[config.mk]
export PLATFORM = sky130hd
export DESIGN_NAME = pipe_stage_reg
export DESIGN_NICKNAME = d
export VERILOG_FILES = /design/src/rtl/pipe_pkg.sv /design/src/rtl/pipe_skid_buf.sv /design/src/rtl/pipe_stage_reg.sv
export SDC_FILE = /design/constraint.sdc
export NUM_CORES = 1
export LEC_CHECK = 0
export BUFFER_PORTS_ARGS = -buffer_cell sky130_fd_sc_hd__clkbuf_2
export CAP_MARGIN = 30
export CORE_ASPECT_RATIO = 1.5
export CORE_MARGIN = 10
export CORE_UTILIZATION = 58
export CTS_CLUSTER_DIAMETER = 100
export DETAILED_ROUTE_END_ITERATION = 7
export PLACE_DENSITY = 0.85
export SYNTH_ARGS = -nofsm -noshare
export SYNTH_HDL_FRONTEND = slang
export SYNTH_SLANG_ARGS = --single-unit
[constraint.sdc]
create_clock -name clk_i -period 3.05 [get_ports clk_i]
set_input_delay 0.305 -clock clk_i [delete_from_list [all_inputs] [get_ports clk_i]]
set_output_delay 0.305 -clock clk_i [all_outputs]
set_load 0.005 [all_outputs]
[src/rtl/pipe_pkg.sv]
// Shared definitions for the elastic pipeline-stage register: payload
// geometry, control-bit positions, occupancy encoding and counter widths.
package pipe_pkg;

  localparam int WORD_W      = 32;
  localparam int REGIDX_W    = 5;
  // Two data words plus a writeback register index.
  localparam int PAYLOAD_W   = 2 * WORD_W + REGIDX_W;

  localparam int CTRL_REGWRITE = 0;
  localparam int CTRL_MEMTOREG = 1;

  localparam int PERF_CNT_W  = 32;
  localparam int FLUSH_CNT_W = 16;

  // Number of entries held by the two-entry skid storage.
  typedef enum logic [1:0] {
    EMPTY = 2'd0,
    ONE   = 2'd1,
    FULL  = 2'd2
  } occ_e;

  // True when the occupancy state holds at least one entry.
  function automatic logic occ_has_entry(input occ_e s);
    return (s != EMPTY);
  endfunction

endpackage

[src/rtl/pipe_skid_buf.sv]
// Two-entry skid storage (EMPTY/ONE/FULL). The head entry always sits in
// main_reg; a second entry accepted while the head is stalled lands in
// skid_reg. in_ready is a flop so the upstream ready path is cut.
module pipe_skid_buf
  import pipe_pkg::*;
#(
  parameter int W = PAYLOAD_W + 2
) (
  input  logic         clk_i,
  input  logic         rst_n_i,
  input  logic         flush_i,
  input  logic         in_valid,
  output logic         in_ready,
  input  logic [W-1:0] in_data,
  output logic         out_valid,
  input  logic         out_ready,
  output logic [W-1:0] out_data
);

  occ_e         state_reg, state_next;
  logic         ready_reg;
  logic [W-1:0] main_reg, skid_reg;
  logic         in_xfer, out_xfer;
  logic         main_load_in, main_load_skid, skid_load;

  assign in_xfer   = in_valid & ready_reg;
  assign out_xfer  = occ_has_entry(state_reg) & out_ready;
  assign in_ready  = ready_reg;
  assign out_valid = occ_has_entry(state_reg);
  assign out_data  = main_reg;

  // Next occupancy and which register captures which entry; flush wins.
  always_comb begin
    state_next     = state_reg;
    main_load_in   = 1'b0;
    main_load_skid = 1'b0;
    skid_load      = 1'b0;
    if (flush_i) begin
      state_next = EMPTY;
    end else begin
      case (state_reg)
        EMPTY: begin
          if (in_xfer) begin
            state_next   = ONE;
            main_load_in = 1'b1;
          end
        end
        ONE: begin
          if (in_xfer && out_xfer) begin
            main_load_in = 1'b1;
          end else if (in_xfer) begin
            state_next = FULL;
            skid_load  = 1'b1;
          end else if (out_xfer) begin
            state_next = EMPTY;
          end
        end
        FULL: begin
          // in_ready is low here, so only the head can leave.
          if (out_xfer) begin
            state_next     = ONE;
            main_load_skid = 1'b1;
          end
        end
        default: state_next = EMPTY;
      endcase
    end
  end

  // Occupancy register and its registered ready (low only when FULL).
  always_ff @(posedge clk_i or negedge rst_n_i) begin
    if (!rst_n_i) begin
      state_reg <= EMPTY;
      ready_reg <= 1'b1;
    end else begin
      state_reg <= state_next;
      ready_reg <= (state_next != FULL);
    end
  end

  // Payload storage; written only on accepted entries, untouched by flush.
  always_ff @(posedge clk_i or negedge rst_n_i) begin
    if (!rst_n_i) begin
      main_reg <= '0;
      skid_reg <= '0;
    end else begin
      if (main_load_in) begin
        main_reg <= in_data;
      end else if (main_load_skid) begin
        main_reg <= skid_reg;
      end
      if (skid_load) begin
        skid_reg <= in_data;
      end
    end
  end

endmodule

[src/rtl/pipe_stage_reg.sv]
// Elastic pipeline-stage register with valid/ready handshake and flush.
// SKID=1 uses the two-entry skid storage (registered ready_o); SKID=0 uses
// a single register with combinational ready_o. ctrl_o is gated by valid_o
// so a discarded entry can never assert RegWrite downstream.
// Optional macro PIPE_STAGE_PERF_EN adds saturating stall/bubble/flush
// counters. rst_n_i asserts asynchronously and is expected to be released
// synchronously to clk_i.
module pipe_stage_reg
  import pipe_pkg::*;
#(
  parameter int DATA_W = PAYLOAD_W,
  parameter int CTRL_W = 2,
  parameter int SKID   = 1
) (
  input  logic              clk_i,
  input  logic              rst_n_i,
  input  logic              valid_i,
  output logic              ready_o,
  input  logic [DATA_W-1:0] data_i,
  input  logic [CTRL_W-1:0] ctrl_i,
  input  logic              flush_i,
  output logic              valid_o,
  input  logic              ready_i,
  output logic [DATA_W-1:0] data_o,
  output logic [CTRL_W-1:0] ctrl_o
`ifdef PIPE_STAGE_PERF_EN
  ,
  output logic [PERF_CNT_W-1:0]  stall_cnt_o,
  output logic [PERF_CNT_W-1:0]  bubble_cnt_o,
  output logic [FLUSH_CNT_W-1:0] flush_cnt_o
`endif
);

  localparam int ENTRY_W = DATA_W + CTRL_W;

  logic [CTRL_W-1:0] ctrl_q;

  if (SKID != 0) begin : g_skid
    logic [ENTRY_W-1:0] out_entry;

    pipe_skid_buf #(.W(ENTRY_W)) u_skid (
      .clk_i     (clk_i),
      .rst_n_i   (rst_n_i),
      .flush_i   (flush_i),
      .in_valid  (valid_i),
      .in_ready  (ready_o),
      .in_data   ({ctrl_i, data_i}),
      .out_valid (valid_o),
      .out_ready (ready_i),
      .out_data  (out_entry)
    );

    assign data_o = out_entry[DATA_W-1:0];
    assign ctrl_q = out_entry[ENTRY_W-1:DATA_W];
  end else begin : g_single
    logic              valid_reg;
    logic [DATA_W-1:0] data_reg;
    logic [CTRL_W-1:0] ctrl_reg;

    assign ready_o = ready_i | ~valid_reg;
    assign valid_o = valid_reg;
    assign data_o  = data_reg;
    assign ctrl_q  = ctrl_reg;

    // Valid bit: flush clears, accept sets, drain clears, stall holds.
    always_ff @(posedge clk_i or negedge rst_n_i) begin
      if (!rst_n_i) begin
        valid_reg <= 1'b0;
      end else if (flush_i) begin
        valid_reg <= 1'b0;
      end else if (valid_i && ready_o) begin
        valid_reg <= 1'b1;
      end else if (ready_i) begin
        valid_reg <= 1'b0;
      end
    end

    // Payload capture only on an accepted, non-flushed entry.
    always_ff @(posedge clk_i or negedge rst_n_i) begin
      if (!rst_n_i) begin
        data_reg <= '0;
        ctrl_reg <= '0;
      end else if (!flush_i && valid_i && ready_o) begin
        data_reg <= data_i;
        ctrl_reg <= ctrl_i;
      end
    end
  end

  // Every control bit is forced low whenever no valid entry is presented.
  for (genvar gi = 0; gi < CTRL_W; gi++) begin : g_ctrl_gate
    assign ctrl_o[gi] = ctrl_q[gi] & valid_o;
  end

`ifdef PIPE_STAGE_PERF_EN
  logic [PERF_CNT_W-1:0]  stall_cnt_reg, bubble_cnt_reg;
  logic [FLUSH_CNT_W-1:0] flush_cnt_reg;
  logic                   stall_evt, bubble_evt, flush_evt;

  assign stall_evt  = valid_o & ~ready_i;
  assign bubble_evt = ~valid_o & ~flush_i;
  assign flush_evt  = flush_i & (valid_o | valid_i);

  assign stall_cnt_o  = stall_cnt_reg;
  assign bubble_cnt_o = bubble_cnt_reg;
  assign flush_cnt_o  = flush_cnt_reg;

  // Saturating event counters; they stick at all-ones instead of wrapping.
  always_ff @(posedge clk_i or negedge rst_n_i) begin
    if (!rst_n_i) begin
      stall_cnt_reg  <= '0;
      bubble_cnt_reg <= '0;
      flush_cnt_reg  <= '0;
    end else begin
      if (stall_evt && (stall_cnt_reg != '1)) begin
        stall_cnt_reg <= stall_cnt_reg + PERF_CNT_W'(1);
      end
      if (bubble_evt && (bubble_cnt_reg != '1)) begin
        bubble_cnt_reg <= bubble_cnt_reg + PERF_CNT_W'(1);
      end
      if (flush_evt && (flush_cnt_reg != '1)) begin
        flush_cnt_reg <= flush_cnt_reg + FLUSH_CNT_W'(1);
      end
    end
  end
`endif

endmodule

# Word-level counts from Yosys, hierarchy flattened
# Index checks and enable logic that the tools add are counted.
classes:
  n_reduce_logical: 4
  eq_ne: 3
  n_mux: 19
  bitwise_logic: 4
op_table:
  columns: ["cell", "count"]
  rows:
  - ["71-bit 2-to-1 mux", 2]
  - ["2-bit 2-to-1 mux", 6]
  - ["1-bit 2-to-1 mux", 9]
  - ["2-bit one-hot mux with 3 select lines", 1]
  - ["1-bit bitwise AND", 4]
  - ["2-bit nonzero test", 2]
  - ["2-bit by 1-bit equality test with 1-bit output (second input constant)", 1]
  - ["2-bit equality test (second input constant)", 1]
  - ["2-bit zero test", 1]
  - ["2-bit inequality test (second input constant)", 1]
  - ["1-bit one-hot mux with 2 select lines", 1]
  - ["1-bit logical AND", 1]
word_totals:
  output_inout_bits: 73
  ff_bits: 145

# Logic depth before layout (Yosys ltp)
# Gate-level depths: netlist of run 1.
logic_depth:
  word_depth: 8
  depth_mapped: 6

# Cells and area by module
# From an unflattened synthesis of run 1, not the netlist that was laid out.
unflattened:
  hier_cells: 479
  area_unflattened_um2: 5809.3
modules_own_cells:
  columns: ["module", "area_each_um2", "cells_each", "n_inst"]
  rows:
  - ["pipe_skid_buf", 5796.8, 477, 1]
  - ["pipe_stage_reg", 12.5, 2, 1]

# Worst setup path before layout of run 1
# OpenSTA, ideal clock, no wires.
synth_path:
  path_kind: "reg2reg"
  start: "register g_skid.u_skid.state_reg[0]"
  end: "register g_skid.u_skid.main_reg[58] (netlist: g_skid.u_skid.out_data[58])"
  arrival_time_ps: 1562
  synth_period_minus_slack_ps: 1680
  setup_ps: 118
  stages_incl_launch_ff: 7
  n_path_buf: 2
  setup_slack_ps: 1370
  cell_sequence: "dfrtp_1 -> or3b_1 -> nor2_4 -> nor2_2 -> buf_2 -> buf_2 -> a21o_1"
synth_between:
  elab_chain_len: 7
synth_rtl:
  columns: ["element", "line_no", "source"]
  rows:
  - ["start: declaration", "pipe_skid_buf.sv:20", "occ_e state_reg, state_next;"]
  - ["start signal: assignment", "pipe_skid_buf.sv:76", "state_reg <= state_next;"]
  - ["2-bit nonzero test", "pipe_pkg.sv:25", "return (s != EMPTY);"]
  - ["1-bit bitwise AND", "pipe_skid_buf.sv:27", "assign out_xfer = occ_has_entry(state_reg) & out_ready;"]
  - ["1-bit logical AND", "pipe_skid_buf.sv:49", "if (in_xfer && out_xfer) begin"]
  - ["1-bit 2-to-1 mux", "pipe_skid_buf.sv:49", null]
  - ["1-bit one-hot mux with 2 select lines", "pipe_skid_buf.sv:41", "case (state_reg)"]
  - ["1-bit 2-to-1 mux", "pipe_skid_buf.sv:38", "if (flush_i) begin"]
  - ["71-bit 2-to-1 mux or 2-bit nonzero test (tied branches)", null, null]
  - ["end signal: assignment", "pipe_skid_buf.sv:88", "main_reg <= in_data;"]
  - ["end signal: assignment", "pipe_skid_buf.sv:90", "main_reg <= skid_reg;"]
  - ["end: declaration", "pipe_skid_buf.sv:22", "logic [W-1:0] main_reg, skid_reg;"]
# Parallel ways exist; a longest one is shown, timed or not.
# A chain may end at the register's enable or synchronous reset.

# Worst setup path after layout of run 1
layout_path:
  start: "register g_skid.u_skid.state_reg[1]"
  end: "register g_skid.u_skid.main_reg[68] (netlist: g_skid.u_skid.out_data[68])"
# Same word-level chain as after synthesis.

==> impl_metrics.toml, run 1 <==
[timing]
layout_min_cycle_time_ps = 2180
rsz0062_at_grt = "false"
setup_violations = 0
hold_viol = 0
slew_viol_final = 0
finalSetupTns_ps = 0
fin_worst_skew_ps = 12.3
max_freq_mhz = 458
fin_hold_ws_ps = 130
worst_pin_slew_ps = 983
finalCritPeriodShare_pct = 71.5
maxSlewHeadroom_pct = 34.5

[die]
io_pins = 149
chipHeight_microns = 148
die_w_microns = 106
initial_core_util_pct = 59.7
rows = 46
core-area_sq_um = 10600
die_area_sq_um = 15600

[worst_setup_path]
critPathMaxFanout = 71
start_kind = "flip-flop"
cp_slowest_cell = "buf_4"
path_cells = "or3b_1, nor2_4, buf_4, mux2i_1, o21ai_1"
cpPeakStageDelay_ps = 650
worstSetupPathType = "reg2reg"
critPathCaptureType = "flip-flop"
worst_ep_arrival_time_ps = 2440
worstPathRequired_ps = 3310

[synth]
ys_types = 24
synth_top_area_share_pct = 56.7
synthTopCellsByCount = "dfrtp_1, mux2_2, a21o_1, a22o_1, buf_4"
synth_nets = 553
yosys.area.top_type = "dfrtp_1"
synth.area.top_cells = "dfrtp_1, mux2_2, a22o_1"
ys_ff_latch = 145
yosys_most_used_dff = "dfrtp_1"
seq_area_frac_synth_pct = 57.1
synth-edff-count = 0
yosysWarnings = 0
syn_area_sq_um = 6360
yosysMostFrequentCell = "dfrtp_1"
syn_avg_cell_area_sq_um = 13.3
syn_inst = 477
synth-async-reset-ratio_pct = 100

[clocking]
clk_latency_ps = 410
ctsResizeCount = 0
cts_tree = "yes"
root_buffer = "clkbuf_16"
cts_sinks = 145
clk_pin_slew_ps = 60
cts_max_path_buffers = 2
cts-buffers-inserted = 17
cts_max_level = 4

[global_routing]
overflow = 0
grtUsageTotal_pct = 18.0
grt_pass1_vias = 4403
grt_max_degree = 74
antenna_found_initial = 0
grt_pass1_wl_mm = 22.5

[place]
gp_congestion = 0.734
portBuffers = 148
place_area_sq_um = 6710
dp_hpwl_mm = 9.15

[power_and_ir_drop]
total_power_uw = 5600
peakVddDrop_mv = 0.434
power_leakage_uw = 0.00394
powerDensity_nw_per_um2 = 765

[finish]
area_growth_pct = 15.1
final_util_pct = 68.8
final_net_count = 628
antenna_cells = 0
fin_area_sq_um = 7320
drive_gt1_share_pct = 46.2

[route]
drc = 0
drtIter0Drc = 164
drtPass1Iterations = 4
viasPerCell = 5.59
antenna_left = 0
finalWirelength_mm = 13.8
wire_per_inst_microns = 19.5
routed-via-count = 3960

[status]
status = "finished clean"

[min_path]
min_path_type = "in2reg"

[job]
cap_violations = 0
==> kinds of logic (layout without fill, tap and decap cells) <==
kind of cell / Yosys count / in the layout / synth area share (%)
muxes: 75 / 75 / 13.2
buffers and inverters: 100 / 188 / 10.3
and+or+nand+nor: 14 / 14 / 1.28
AOI/OAI and AO/OA: 143 / 143 / 18.1
DFF: 145 / 145 / 57.1
==> area by class of cell <==
cell class	instances	area, sq um
inverters	2	7.51
clock buffers	19	443
well taps	144	180
repair buffers	154	807
fillers	740	3330
clock inverters	13	161
multi-input cells	232	2090
flip-flops and latches	145	3630
==> worst max-delay path: cells and delay by family, from the launching register on <==
kind                   cells  cell delay [ps]
flip-flops                 1              440
multiplexers               1              270
AO/OA/AOI/OAI              1               80
buffers and inverters      1              650
AND/OR/NAND/NOR            2              580
==> repair_timing <==
| item | 4_1_cts | 5_1_grt |
|---|---|---|
| hold endpoints to repair | 56 | 0 |
| setup buffers | 0 | 0 |
| hold buffers | 1 | 0 |
==> cell usage in the layout, fill, tap and decap left out, drive strengths merged <==
cell         netlist  routed
and2               2       2
clkinvlp           0       4
mux2i              4       4
dfrtp            144     144
a2bb2oi            1       1
nor4               1       1
clkinv             0       5
bufinv             0       3
inv                2       3
nor2b              1       1
o21ai              3       3
nor3               1       1
or2                1       1
nor2               3       3
mux2              71      71
a21o              69      69
buf               86       6
dlygate4sd3        0       1
clkbuf            12     166
or3b               1       1
a22o              69      69
o21a               1       1
nand2              4       4
dfstp              1       1
==> stage by stage <==
| step | cells | worst slack [ps] |
|---|---|---|
| 2_1_floorplan | 477 | 1370 |
| 3_3_place_gp | 676 | 937 |
| 3_5_place_dp | 676 | 879 |
| 4_1_cts | 709 | 857 |
| 5_1_grt | 709 | 684 |
| 6_report | 709 | 868 |
==> power breakdown <==
part           total [uW]  internal [uW]  switching, uW
registers            2640           2390            251
logic                 872            512            360
clock network        2090           1310            782
total                5600           4210           1390
==> worst paths after layout <==
| path | startpoint | end | slack (ps) | depth (start not counted) |
|---|---|---|---|---|
| max | g_skid.u_skid.state_reg[1]$_DFF_PN0_ | g_skid.u_skid.out_data[68]$_DFFE_PN0P_ | 870 | 5 |
| min | flush_i | g_skid.u_skid.state_reg[0]$_DFF_PN0_ | 130 | 2 |
| max reg2reg | g_skid.u_skid.state_reg[1]$_DFF_PN0_ | g_skid.u_skid.out_data[68]$_DFFE_PN0P_ | 870 | 5 |
| min reg2reg | g_skid.u_skid.out_data[37]$_DFFE_PN0P_ | g_skid.u_skid.out_data[37]$_DFFE_PN0P_ | 470 | 1 |
| max in group asynchronous | rst_n_i | g_skid.u_skid.out_data[8]$_DFFE_PN0P_ | 1780 | 3 |
| min in group asynchronous | rst_n_i | g_skid.u_skid.out_data[32]$_DFFE_PN0P_ | 440 | 2 |
==> per-layer routing <==
metal  part of all wire [%]  vias to the layer above  GRT usage (%)
met5                      0                        -              0
met2                     55                      113           31.9
met1                     37                     2030           19.0
met3                    6.4                       12           6.66
met4                    1.5                        0           6.39
li1                       -                     1805              -
No activity file was read; power rests on OpenSTA's default activity.
==> run 2, diff against run 1 <==
Settings changed: ABC_AREA set to 1, CORE_UTILIZATION 58 to 49, PLACE_DENSITY 0.85 to 0.76.
Clock period 3.05 ns to 2 ns, I/O delays scaled along.
==> run 2 against run 1 <==
Net effect: area after synthesis is 8.0% higher; total power is 51% higher; routed wire length rose by 26%; worst setup slack got worse by 410 ps; first-iteration DRC count up 110%; die area grew 23%; critical path type is now reg2out; critical endpoint is now ctrl_o[1]; largest cell class unchanged.
==> impl_metrics.toml, run 2 <==
[route]
viasPerCell = 5.34
wire_per_inst_microns = 16.7
drtIter0Drc = 349
antenna_left = 0
drtPass1Iterations = 5
routed-via-count = 5527
drc = 0
finalWirelength_mm = 17.3

[synth]
yosysWarnings = 0
yosys_most_used_dff = "dfrtp_1"
synth-async-reset-ratio_pct = 100
yosysMostFrequentCell = "nand2_1"
syn_inst = 801
yosys.area.top_type = "dfrtp_1"
ys_ff_latch = 145
syn_area_sq_um = 6870
synth.area.top_cells = "dfrtp_1, nand3_1, nand2_1"
synth_top_area_share_pct = 52.4
synthTopCellsByCount = "nand2_1, dfrtp_1, nand3_1"
synth-edff-count = 0
ys_types = 18
syn_avg_cell_area_sq_um = 8.58
seq_area_frac_synth_pct = 52.8
synth_nets = 877

[clocking]
cts_tree = "yes"
cts_sinks = 145
root_buffer = "clkbuf_16"
cts_max_level = 4
clk_latency_ps = 410
cts_max_path_buffers = 2
ctsResizeCount = 0
clk_pin_slew_ps = 60
cts-buffers-inserted = 17

[power_and_ir_drop]
intPower_uw = 6180
switchingPower_uw = 2310
powerDensity_nw_per_um2 = 1080
peakVddDrop_mv = 0.556
power_leakage_uw = 0.00419
switching_share_pct = 27.2
p_comb_share_pct = 15.4
clkPwrFrac_pct = 38.4
pwr-share-seq_pct = 46.2

[worst_setup_path]
reg2reg_to = "g_skid.u_skid.skid_reg[12]$_DFFE_PN0P_"
crit_end = "ctrl_o[1]"
start_kind = "flip-flop"
critPathCaptureType = "output pin"
cp_common_cell = "nor2_1"
cp_slowest_cell = "dfrtp_1"
path_cells = "nor2_1, nor2_1, clkbuf_2"
reg2reg_depth = 6
rr_startpoint = "g_skid.u_skid.in_ready$_DFF_PN1_"
critPathLaunch = "g_skid.u_skid.state_reg[1]$_DFF_PN0_"
regToRegSetupSlack_ps = 460
worstSetupPathType = "reg2out"
cpPeakStageDelay_ps = 420
worstPathRequired_ps = 1800
critPathMaxFanout = 3
worst_ep_arrival_time_ps = 1350

[finish]
fin_cells = 1035
fill_cells = 1226
final_net_count = 936
antenna_cells = 0
multi_input_comb_area_sq_um = 2150
final_cell_mix = "nand2_1, clkbuf_2, dfrtp_1, nand3_1, inv_1"
drive_gt1_share_pct = 24.1
mostFrequentLayoutCell = "nand2_1"
area_growth_pct = 14.6
seq_area_sq_um = 3630

[die]
chipHeight_microns = 165
die_w_microns = 117
rows = 52
core-area_sq_um = 13600
initial_core_util_pct = 50.5
die_area_sq_um = 19300
io_pins = 149

[global_routing]
grt_pass1_vias = 5511
overflow = 0
grt_max_degree = 73
grt_pass1_wl_mm = 27.8
grtUsageTotal_pct = 18.2
antenna_found_initial = 0

[place]
gp_congestion = 0.794
dp_hpwl_mm = 11.2
portBuffers = 148
dp_cells = 1001

[timing]
maxSlewHeadroom_pct = 61.9
fin_worst_skew_ps = 8.34
finalSetupTns_ps = 0
finalCritPeriodShare_pct = 77.3
layout_min_cycle_time_ps = 1550
worst_pin_slew_ps = 572
setup_violations = 0
slew_viol_final = 0
hold_viol = 0
max_freq_mhz = 647
rsz0062_at_grt = "false"

[status]
status = "finished clean"

[min_path]
min_path_type = "in2reg"

[job]
cap_violations = 0
## run 2: cell count changes in the layout (fill, tap and decap cells not counted), moves of 10 or more
cell     delta
o21ai_0    +70
nand3_1   +143
nand2_1   +146
buf_4      +10
a22o_1     -69
nand4_1    +71
inv_1      +76
a21o_1     -69
mux2_2     -71
## run 2: worst min-delay path by stage
stage / start / endpoint / slack [ps] / cells after the start
finish: data_i[36] / g_skid.u_skid.skid_reg[36]$_DFFE_PN0P_ / 30 / 3
global route: data_i[34] / g_skid.u_skid.skid_reg[34]$_DFFE_PN0P_ / 20 / 3
CTS: data_i[51] / g_skid.u_skid.skid_reg[51]$_DFFE_PN0P_ / 10 / 3
detailed placement: rst_n_i / g_skid.u_skid.skid_reg[67]$_DFFE_PN0P_ / 220 / 1
global placement: rst_n_i / g_skid.u_skid.out_data[67]$_DFFE_PN0P_ / 220 / 1
floorplan: rst_n_i / g_skid.u_skid.out_data[0]$_DFFE_PN0P_ / -100 / 0
## run 2: metal layers
layer / global-route usage, % / wire length (microns) / vias up / part of all wire, %
met5: 0 / 0 / - / 0
met4: 8.68 / 431 / 0 / 2.5
met3: 4.76 / 1060 / 27 / 6.1
met2: 31.3 / 8990 / 177 / 52
met1: 20.5 / 6840 / 2622 / 40
li1: - / - / 2701 / -
## run 2: repair_timing
item                                    4_1_cts  5_1_grt
setup buffers                                 0        0
hold endpoints to repair                     54        0
hold buffers                                  2        0
endpoints found under the setup margin        0        0
## run 2: final cells by class
| class | count | area share [%] |
|---|---|---|
| Inverter | 82 | 3.91 |
| Clock inverter | 13 | 2.02 |
| Clock buffer | 19 | 5.75 |
| Sequential cell | 145 | 46.1 |
| Timing Repair Buffer | 169 | 12.3 |
| Tap cell | 162 | 2.57 |
| Multi-Input combinational cell | 445 | 27.3 |
## run 2: cells by family (layout without fill, tap and decap cells)
group / Yosys count / count (layout) / share of synthesized area [%]
and+or+nand+nor: 373 / 373 / 25.8
DFF: 145 / 145 / 52.8
buffers and inverters: 211 / 283 / 16.1
AOI/OAI and AO/OA: 72 / 72 / 5.24
## run 2: power by group through the flow
stage | Combinational (uW) | Sequential, uW | Clock [uW]
2_1_floorplan | 1060 | 3870 | 0
3_3_place_gp | 1280 | 3940 | 0
3_5_place_dp | 1330 | 3960 | 0
4_1_cts | 1340 | 3920 | 3330
5_1_grt | 1500 | 3990 | 3440
6_report | 1310 | 3920 | 3260
## run 2: stage by stage
step	hold slack, ps	worst slack, ps	utilization [%]	total power [uW]	instance area [sq um]
final	28.8	455	57.9	8490	7880
after global routing	20.3	343	57.9	8940	7880
after CTS	9.88	412	57.9	8580	7880
after detailed placement	216	472	53.3	5290	7240
after global placement	218	539	53.3	5220	7240
after floorplan	-95.6	586	-	4930	6870
## run 2: worst max-delay path, delay by kind of cell (launching register included)
kind | cells | cell delay (ps)
buffers and inverters | 1 | 130
flip-flops | 1 | 420
AND/OR/NAND/NOR | 2 | 380
